`config.mk`:
```
export PLATFORM = sky130hd
export DESIGN_NAME = control_in_trace_capture
export DESIGN_NICKNAME = d
export VERILOG_FILES = /design/src/rtl/control_in_trace_capture.sv
export SDC_FILE = /design/constraint.sdc
export NUM_CORES = 1
export LEC_CHECK = 0
export ABC_AREA = 0
export ABC_CLOCK_PERIOD_IN_PS = 4000
export BUFFER_PORTS_ARGS = -buffer_cell sky130_fd_sc_hd__buf_2
export CAP_MARGIN = 0
export CORE_ASPECT_RATIO = 0.75
export CORE_MARGIN = 4
export CORE_UTILIZATION = 50
export CTS_BUF_LIST = sky130_fd_sc_hd__clkbuf_4 sky130_fd_sc_hd__clkbuf_8
export DETAILED_ROUTE_END_ITERATION = 6
export PLACE_DENSITY = 0.7
export SLEW_MARGIN = 20
export SYNTH_ARGS = -nofsm -noshare
export SYNTH_HDL_FRONTEND = slang
export SYNTH_SLANG_ARGS = --single-unit
```
`constraint.sdc`:
```
create_clock -name clock -period 4 [get_ports clock]
set_clock_uncertainty 0.15 [all_clocks]
set_input_delay 0.8 -clock clock [delete_from_list [all_inputs] [get_ports clock]]
set_output_delay 0.8 -clock clock [all_outputs]
set_load 0.02 [all_outputs]
```
`src/rtl/control_in_trace_capture.sv`:
```
`default_nettype none
// ============================================================================
//  Module      : control_in_trace_capture
//  Description : Trace capture for the LC3 control-stage input bundle.
//                Samples {complete_data, complete_instr, IR, NZP, psr,
//                IR_Exec, IMem_dout} every clock while running, qualifies
//                each sample by the run-time capture mode, stamps it with a
//                free-running timestamp and queues it in a DEPTH-entry FIFO
//                drained over a valid/ready port.
//  Ports       : clock/reset (async, active-low)
//                start/stop/clear  - capture control pulses
//                mode              - 0 all, 1 on change, 2 instr, 3 instr|data
//                complete_*, IR, NZP, psr, IR_Exec, IMem_dout - monitored bundle
//                rd_valid/rd_ready/rd_record - record read port (ts in MSBs)
//                count, overflow, drop_count, state - status
//  Revision    : 1.0 - initial release
// ============================================================================
module control_in_trace_capture #(
    parameter  int DATA_W       = 16,
    parameter  int FLAG_W       = 3,
    parameter  int DEPTH        = 16,
    parameter  int TS_W         = 16,
    parameter  int STOP_ON_FULL = 0,
    localparam int REC_W        = TS_W + 2 + 3*DATA_W + 2*FLAG_W,
    localparam int CNT_W        = $clog2(DEPTH) + 1
) (
    input  logic              clock,
    input  logic              reset,
    input  logic              start,
    input  logic              stop,
    input  logic              clear,
    input  logic [1:0]        mode,
    input  logic              complete_data,
    input  logic              complete_instr,
    input  logic [DATA_W-1:0] IR,
    input  logic [FLAG_W-1:0] NZP,
    input  logic [FLAG_W-1:0] psr,
    input  logic [DATA_W-1:0] IR_Exec,
    input  logic [DATA_W-1:0] IMem_dout,
    output logic              rd_valid,
    input  logic              rd_ready,
    output logic [REC_W-1:0]  rd_record,
    output logic [CNT_W-1:0]  count,
    output logic              overflow,
    output logic [7:0]        drop_count,
    output logic [1:0]        state
);

    localparam int         c_AW    = $clog2(DEPTH);
    localparam int         c_BUN_W = 2 + 3*DATA_W + 2*FLAG_W;
    localparam logic [1:0] c_ST_IDLE    = 2'd0;
    localparam logic [1:0] c_ST_RUN     = 2'd1;
    localparam logic [1:0] c_ST_STOPPED = 2'd2;
    localparam logic [CNT_W-1:0] c_FULL = CNT_W'(DEPTH);

    logic [1:0]         r_state;
    logic [TS_W-1:0]    r_ts;
    logic [c_BUN_W-1:0] r_stg_bun;
    logic [c_BUN_W-1:0] r_prv_bun;
    logic [TS_W-1:0]    r_stg_ts;
    logic               r_stg_valid;
    logic               r_stg_first;
    logic               r_first_pend;
    logic [c_AW-1:0]    r_wr_ptr;
    logic [c_AW-1:0]    r_rd_ptr;
    logic [CNT_W-1:0]   r_count;
    logic               r_overflow;
    logic [7:0]         r_drop_count;
    logic [REC_W-1:0]   r_mem [0:DEPTH-1];

    logic [c_BUN_W-1:0] w_bundle;
    logic               w_hit;
    logic               w_qual;
    logic               w_full;
    logic               w_pop;
    logic               w_push;
    logic               w_drop;
    logic               w_start_ok;
    logic               w_to_stopped;
    logic [1:0]         w_state_nxt;

    assign w_bundle = {complete_data, complete_instr, IR, NZP, psr, IR_Exec, IMem_dout};

    // Qualification looks at what sits in the stage, with the mode taken live.
    always_comb begin
        w_hit = 1'b0;
        case (mode)
            2'd0:    w_hit = 1'b1;
            2'd1:    w_hit = r_stg_first || (r_stg_bun != r_prv_bun);
            2'd2:    w_hit = r_stg_bun[c_BUN_W-2];
            default: w_hit = r_stg_bun[c_BUN_W-2] | r_stg_bun[c_BUN_W-1];
        endcase
    end

    // A clear discards the staged sample instead of writing it.
    assign w_qual   = r_stg_valid & w_hit & ~clear;
    assign w_full   = (r_count == c_FULL);
    assign rd_valid = (r_count != '0);
    assign w_pop    = rd_valid & rd_ready;
    // A full FIFO still accepts a write when the head leaves in the same cycle.
    assign w_push   = w_qual & (~w_full | w_pop);
    assign w_drop   = w_qual & w_full & ~w_pop;

    assign w_start_ok   = start & ~clear & ~stop & (r_state == c_ST_IDLE);
    assign w_to_stopped = (STOP_ON_FULL != 0) && (r_state == c_ST_RUN) && w_drop && !stop;

    always_comb begin
        w_state_nxt = r_state;
        if (clear || stop) begin
            w_state_nxt = c_ST_IDLE;
        end else if (w_start_ok) begin
            w_state_nxt = c_ST_RUN;
        end else if (w_to_stopped) begin
            w_state_nxt = c_ST_STOPPED;
        end
    end

    always_ff @(posedge clock or negedge reset) begin
        if (!reset) begin
            r_state <= c_ST_IDLE;
            r_ts    <= '0;
        end else begin
            r_state <= w_state_nxt;
            if (w_start_ok) begin
                r_ts <= '0;
            end else if (r_state == c_ST_RUN) begin
                r_ts <= r_ts + TS_W'(1);
            end
        end
    end

    // Sample stage. r_prv_bun keeps the previous staged bundle so change
    // detection compares consecutive samples. Entering STOPPED discards the
    // sample taken on the dropping edge, so exactly one drop is recorded.
    always_ff @(posedge clock or negedge reset) begin
        if (!reset) begin
            r_stg_bun    <= '0;
            r_prv_bun    <= '0;
            r_stg_ts     <= '0;
            r_stg_valid  <= 1'b0;
            r_stg_first  <= 1'b0;
            r_first_pend <= 1'b0;
        end else if (clear || w_start_ok) begin
            r_stg_valid <= 1'b0;
            if (w_start_ok) begin
                r_first_pend <= 1'b1;
            end
        end else if ((r_state == c_ST_RUN) && !w_to_stopped) begin
            r_stg_bun    <= w_bundle;
            r_prv_bun    <= r_stg_bun;
            r_stg_ts     <= r_ts;
            r_stg_valid  <= 1'b1;
            r_stg_first  <= r_first_pend;
            r_first_pend <= 1'b0;
        end else begin
            r_stg_valid <= 1'b0;
        end
    end

    // FIFO pointers, occupancy and drop bookkeeping.
    always_ff @(posedge clock or negedge reset) begin
        if (!reset) begin
            r_wr_ptr     <= '0;
            r_rd_ptr     <= '0;
            r_count      <= '0;
            r_overflow   <= 1'b0;
            r_drop_count <= '0;
        end else if (clear) begin
            r_wr_ptr     <= '0;
            r_rd_ptr     <= '0;
            r_count      <= '0;
            r_overflow   <= 1'b0;
            r_drop_count <= '0;
        end else begin
            if (w_push) begin
                r_wr_ptr <= r_wr_ptr + c_AW'(1);
            end
            if (w_pop) begin
                r_rd_ptr <= r_rd_ptr + c_AW'(1);
            end
            if (w_push && !w_pop) begin
                r_count <= r_count + CNT_W'(1);
            end else if (!w_push && w_pop) begin
                r_count <= r_count - CNT_W'(1);
            end
            if (w_drop) begin
                r_overflow <= 1'b1;
                if (r_drop_count != 8'hFF) begin
                    r_drop_count <= r_drop_count + 8'd1;
                end
            end
        end
    end

    always_ff @(posedge clock) begin
        if (w_push) begin
            r_mem[r_wr_ptr] <= {r_stg_ts, r_stg_bun};
        end
    end

    // Storage is not reset; present zero whenever the head is not valid.
    assign rd_record  = rd_valid ? r_mem[r_rd_ptr] : '0;
    assign count      = r_count;
    assign overflow   = r_overflow;
    assign drop_count = r_drop_count;
    assign state      = r_state;

endmodule
`default_nettype wire

```
==> impl_metrics.env, run 1 <==
export IMPL_slew_violations=0
export IMPL_outcome="finished, violations left"
export IMPL_hold_violations=0
export IMPL_finalCritPeriodShare_pct=106
export IMPL_final_cell_mix="1152 x edfxtp_1, 360 x mux4_2, 220 x clkbuf_8, 150 x dfrtp_1, 137 x buf_4"
export IMPL_holdPathEnd="r_stg_bun[52]"
export IMPL_stdcell_count=4319
export IMPL_synthCells=2301
export IMPL_drt_drc_violations_left=0
export IMPL_cts_buffers=192
export IMPL_holdPathStages=2
export IMPL_finalSetupTns_ns=-10.55
export IMPL_globalplace_congestion=0.823
export IMPL_worst_r2r_cell_count=11
export IMPL_crit_path_end_kind="output port"
export IMPL_syn_to_final_growth_pct=19.9
export IMPL_ys_ff_latch=1322
export IMPL_synthDistinctLibCells=50
export IMPL_rsz0062_at_grt="yes"
export IMPL_io_pins=153
export IMPL_cts_tree="done"
export IMPL_row_count=101
export IMPL_drtIter0Drc=2993
export IMPL_r2r_start="r_stg_bun[8]"
export IMPL_stdcell_area_um2=61600
export IMPL_cts_root_buf="clkbuf_8"
export IMPL_whs_ns=0.0872
export IMPL_via_per_inst=6.00
export IMPL_die_y_um=286
export IMPL_yosys_warnings=0
export IMPL_cts_clk_slew_worst_paths_ns=0.06
export IMPL_worst_pin_slew_ns=0.988
export IMPL_min_period_ns=4.25
export IMPL_fmax_mhz=235
export IMPL_final_common_cell="edfxtp_1"
export IMPL_antenna_found_initial=11
export IMPL_grt_pass1_vias=26800
export IMPL_routed_via_count=25900
export IMPL_r2r_end="r_mem[4][60]"
export IMPL_relSlewSlack_pct=33.6
export IMPL_cap_viol_max_count=0
export IMPL_grt_total_usage_pct=23.8
export IMPL_syn_nets=2377
export IMPL_syn_avg_cell_area_um2=22.3
export IMPL_die_w_um=378
export IMPL_startpoint_type="flop"
export IMPL_ir_worst_vdd_mv=0.492
export IMPL_hp_class="primary input to flop"
export IMPL_power_mw=37.5
export IMPL_hpwl_um=74100
export IMPL_drtPass1Iterations=5
export IMPL_final_nets=2887
export IMPL_required_ns=3.05
export IMPL_core_um2=102000
export IMPL_portBuffers=151
export IMPL_ys_async_sr_fraction_pct=12.9
export IMPL_finalSetupViolCount=71
export IMPL_place_inst=3859
export IMPL_clock_sinks=1322
export IMPL_dieArea_um2=108000
export IMPL_arrival_ns=3.30
export IMPL_grt_max_degree=94
export IMPL_p_per_area_nw_per_um2=609
export IMPL_synth_cell_area_um2=51400
export IMPL_ff2ff_setup_slack_ns=0.15
export IMPL_leakage_nw=20.6
export IMPL_place_area_um2=55800
export IMPL_synth_edf_count=1152
export IMPL_clk_path_buf_depth=3
export IMPL_grt_pass1_wl_um=185000
export IMPL_drive_gt1_share_pct=42.3
export IMPL_overflow=0
export IMPL_timing_final_ws_setup_ns=-0.254
export IMPL_violations="negative setup slack"
export IMPL_ant_nets=0
export IMPL_clk_insertion_delay_late_ns=0.88
export IMPL_synth_ff_type="edfxtp_1"
export IMPL_crit_type="flop to output port"
export IMPL_start_util_pct=50.6
export IMPL_htreeDepth=4
export IMPL_wl_per_cell_um=29.5
export IMPL_cp_max_fo=7
export IMPL_yosysSeqAreaShare_pct=75.6
export IMPL_min_from="IR[14]"
export IMPL_wl_um=127000
sequential cells by signal (all words and copies together), names as in the netlist:
| register | flops |
|---|---|
| r_stg_bun | 56 |
| r_first_pend | 1 |
| overflow | 1 |
| count | 5 |
| r_rd_ptr | 4 |
| r_stg_ts | 16 |
| drop_count | 8 |
| r_wr_ptr | 4 |
| r_prv_bun | 56 |
| r_stg_valid | 1 |
| r_mem | 1152 |
| r_stg_first | 1 |
| r_ts | 16 |
| state | 1 |
kinds of logic after synthesis:
group / Yosys count / share of synthesized area [%]
AND/OR/NAND/NOR: 226 / 2.56
buffers and inverters: 133 / 1.24
XOR/XNOR: 57 / 0.972
adder cells (fa/ha/maj): 12 / 0.307
other: 1 / 0.00730
flip-flops: 1322 / 75.6
multiplexers: 490 / 18.6
AO/OA/AOI/OAI: 60 / 0.667
report_power, final:
group	internal [mW]	total (mW)	switching (mW)	leakage, nW
logic	5.03	9.77	4.73	5.96
registers	16.1	16.8	0.731	12.6
clock network	5.86	11.0	5.09	2.10
total	27.0	37.5	10.6	20.6
layout make-up:
class | count | area [um^2]
multi-input combinational | 846 | 12100
timing repair buffer | 433 | 4920
sequential | 1322 | 38900
antenna | 6 | 15.0
tap | 1339 | 1680
clock inverter | 68 | 424
inverter | 16 | 60.1
clock buffer | 289 | 3540
fill | 6943 | 40000
synthesized netlist by cell type, drive strengths merged, types with 2 or more instances:
master	number	area share (%)
nor4b	3	0.063
xor2	16	0.27
nor2	19	0.14
nand2b	4	0.049
edfxtp	1152	67
and4	7	0.12
mux2	126	2.8
nor3	6	0.058
xnor2	41	0.70
nand4	15	0.18
or4	3	0.044
inv	16	0.12
or3	3	0.037
nor2b	85	1.0
o31ai	5	0.073
ha	11	0.27
o211ai	2	0.029
mux2i	4	0.085
o21ai	29	0.28
clkbuf	56	0.41
dfrtp	170	8.3
o21a	2	0.032
and2	2	0.024
mux4	360	16
and3	15	0.18
nor4	8	0.13
nand2	26	0.19
buf	61	0.72
o22ai	4	0.049
nand3	26	0.25
a21oi	14	0.14
worst max-delay path, stage by stage (launching register included):
cell     delay, ns
dfrtp_4       0.50
buf_12        0.16
buf_16        0.16
buf_12        0.14
buf_16        0.14
mux4_2        0.43
mux4_2        0.57
nor2b_1       0.16
buf_2         0.18
worst max-delay path by stage:
stage | startpoint | endpoint | slack, ns | cells after the start
after floorplan | mode[0] | r_mem[11][0] | 0.04 | 6
after global placement | r_stg_bun[27] | count[4] | -0.06 | 14
after detailed placement | mode[0] | count[4] | -0.08 | 14
after CTS | r_rd_ptr[0] | rd_record[45] | -0.32 | 8
after global routing | r_rd_ptr[0] | rd_record[45] | -0.30 | 8
final | r_rd_ptr[0] | rd_record[50] | -0.25 | 8
metrics by stage:
step	utilization [%]	worst slack (ns)
after floorplan	-	0.0398
after global placement	54.9	-0.0559
after detailed placement	54.9	-0.0751
after CTS	60.2	-0.316
after global routing	60.6	-0.300
final	60.6	-0.254
timing repair:
action                                  in CTS  in global routing
hold endpoints to repair                   128                  0
setup buffers                               25                 10
gates resized for setup                     64                 62
hold buffers                                39                  0
endpoints found under the setup margin      73                637
cloned                                      21                  8
pin swaps                                    0                  5
layer usage:
metal	routed length, um	up-vias	GRT usage (%)
met1	50900	13800	33.0
met2	61100	1305	37.1
met5	17	-	0
li1	-	10600	-
met4	3290	2	7.90
met3	12000	206	6.51
Note: power is estimated with default switching activity, not from simulation.
==> run 2: changes to the inputs <==
Settings changed: MAX_ROUTING_LAYER from default to met4.
==> run 2 against run 1 <==
Effect of this change: the flow still finishes with violations (negative setup slack); die area stayed put; maximum frequency down 0.11%; clock-buffer cell count stayed put; cell count about the same; critical path type unchanged; critical endpoint is now rd_record[9].
==> impl_metrics.env, run 2 (synthesized netlist as in run 1, its figures left out) <==
export IMPL_outcome="finished, violations left"
export IMPL_fmax_mhz=235
export IMPL_antenna_found_initial=12
export IMPL_grt_max_degree=94
export IMPL_arrival_ns=3.31
export IMPL_clock_power_share_pct=29.2
export IMPL_core_um2=102000
export IMPL_wl_um=127000
export IMPL_row_count=101
export IMPL_worstPathCellList="buf_12 > buf_6 > buf_16 > mux4_2 > mux4_2 > nor2b_1 > buf_4"
export IMPL_timing_final_ws_setup_ns=-0.259
export IMPL_finalSetupTns_ns=-11.37
export IMPL_seqCellArea_um2=38900
export IMPL_finalCritPeriodShare_pct=106
export IMPL_crit_path_top_delay_cell="mux4_2"
export IMPL_min_from="IR[14]"
export IMPL_cpPeakStageDelay_ns=0.57
export IMPL_die_w_um=378
export IMPL_stdcell_area_um2=61600
export IMPL_crit_path_end_kind="output port"
export IMPL_htreeDepth=4
export IMPL_overflow=0
export IMPL_r2r_end="r_mem[4][36]"
export IMPL_final_nets=2887
export IMPL_ant_nets=0
export IMPL_die_y_um=286
export IMPL_required_ns=3.05
export IMPL_filler_cell_count=6940
export IMPL_whs_ns=0.0787
export IMPL_largest_register="r_mem"
export IMPL_cts_root_buf="clkbuf_8"
export IMPL_routed_via_count=25900
export IMPL_stdcell_count=4320
export IMPL_rsz0062_at_grt="yes"
export IMPL_start_util_pct=50.6
export IMPL_worst_r2r_cell_count=11
export IMPL_syn_to_final_growth_pct=19.9
export IMPL_cp_common_cell="mux4_2"
export IMPL_cp_max_fo=7
export IMPL_reg_top3="r_mem x1152, r_prv_bun x56, r_stg_bun x56"
export IMPL_drive_gt1_share_pct=42.3
export IMPL_multi_input_area_um2=12100
export IMPL_portBuffers=151
export IMPL_grt_total_usage_pct=24.6
export IMPL_drtIter0Drc=2975
export IMPL_relSlewSlack_pct=33.5
export IMPL_slew_violations=0
export IMPL_largest_reg_flops=1152
export IMPL_crit_type="flop to output port"
export IMPL_hold_violations=0
export IMPL_pwr_share_seq_pct=44.8
export IMPL_internal_power_mw=27.0
export IMPL_clock_sinks=1322
export IMPL_grt_pass1_vias=26800
export IMPL_clk_path_buf_depth=3
export IMPL_dieArea_um2=108000
export IMPL_worst_pin_slew_ns=0.989
export IMPL_via_per_inst=6.00
export IMPL_drtPass1Iterations=7
export IMPL_cts_clk_slew_worst_paths_ns=0.06
export IMPL_holdPathStages=2
export IMPL_power_frac_comb_pct=26.0
export IMPL_place_inst=3859
export IMPL_holdPathEnd="r_stg_bun[52]"
export IMPL_io_pins=153
export IMPL_p_sw_share_pct=28.1
export IMPL_wl_per_cell_um=29.5
export IMPL_cts_buffers=192
export IMPL_grt_pass1_wl_um=185000
export IMPL_globalplace_congestion=0.835
export IMPL_hpwl_um=74100
export IMPL_final_common_cell="edfxtp_1"
export IMPL_min_period_ns=4.26
export IMPL_cap_viol_max_count=0
export IMPL_finalSetupViolCount=71
export IMPL_r2r_start="r_stg_bun[8]"
export IMPL_hp_class="primary input to flop"
export IMPL_final_core_util_pct=60.6
export IMPL_cts_tree="done"
export IMPL_drt_drc_violations_left=0
export IMPL_final_cell_mix="1152 x edfxtp_1, 360 x mux4_2, 220 x clkbuf_8, 150 x dfrtp_1, 136 x buf_4"
export IMPL_leakage_nw=20.6
export IMPL_place_area_um2=55800
export IMPL_clk_insertion_delay_late_ns=0.89
export IMPL_startpoint_type="flop"
export IMPL_p_per_area_nw_per_um2=609
export IMPL_ff2ff_setup_slack_ns=0.12
export IMPL_violations="negative setup slack"
export IMPL_ir_worst_vdd_mv=0.490
export IMPL_switching_power_mw=10.5
==> run 2: cell types whose count changed in the layout (fill, tap and decap cells not counted), sizes merged <==
| cell | change |
|---|---|
| diode | +1 |
==> run 2: stage by stage <==
step / setup slack, ns / total power [mW]
floorplan: 0.0398 / 22.2
global placement: -0.0559 / 25.1
detailed placement: -0.0751 / 25.3
CTS: -0.316 / 37.4
global route: -0.309 / 39.1
finish: -0.259 / 37.5
==> run 2: routing by layer <==
metal  vias to the layer above  wire (um)  GRT usage, %
li1                      10600          -             -
met3                       193      11900          6.40
met5                         -          0             -
met1                     13800      51200          33.2
met4                         0       3090          7.82
met2                      1301      61400          37.1
==> run 2: repair_timing <==
action,CTS,global route
hold buffers,39,0
cloned,21,8
gates resized for setup,64,61
hold endpoints to repair,128,0
setup endpoints to repair,73,637
buffers inserted,25,10
pin swaps,0,5
==> run 2: how the worst max path moves through the flow <==
stage | from | to | slack, ns | cells past startpoint
global placement | r_stg_bun[27] | count[4] | -0.06 | 14
CTS | r_rd_ptr[0] | rd_record[45] | -0.32 | 8
floorplan | mode[0] | r_mem[11][0] | 0.04 | 6
global route | r_rd_ptr[0] | rd_record[45] | -0.31 | 8
detailed placement | mode[0] | count[4] | -0.08 | 14
finish | r_rd_ptr[0] | rd_record[9] | -0.26 | 7
==> run 2: critical path: cells and delay by family, from the launching register on <==
family	cells	cell delay, ns
DFF	1	0.43
buffers and inverters	4	0.68
muxes	2	1.09
and+or+nand+nor	1	0.23
==> run 2: layout make-up <==
cell class	instances	share of cell area (%)
Multi-Input combinational cell	846	19.6
Sequential cell	1322	63.1
Clock inverter	68	0.689
Inverter	16	0.0975
Timing Repair Buffer	433	7.98
Tap cell	1339	2.72
Antenna cell	7	0.0284
Clock buffer	289	5.75
==> run 2: power groups by stage <==
stage / logic (mW) / clock network (mW) / registers (mW)
global placement: 8.09 / 0 / 17.0
detailed placement: 8.22 / 0 / 17.1
CTS: 9.48 / 11.1 / 16.8
floorplan: 5.22 / 0 / 17.0
finish: 9.76 / 10.9 / 16.8
global route: 10.4 / 11.8 / 16.8
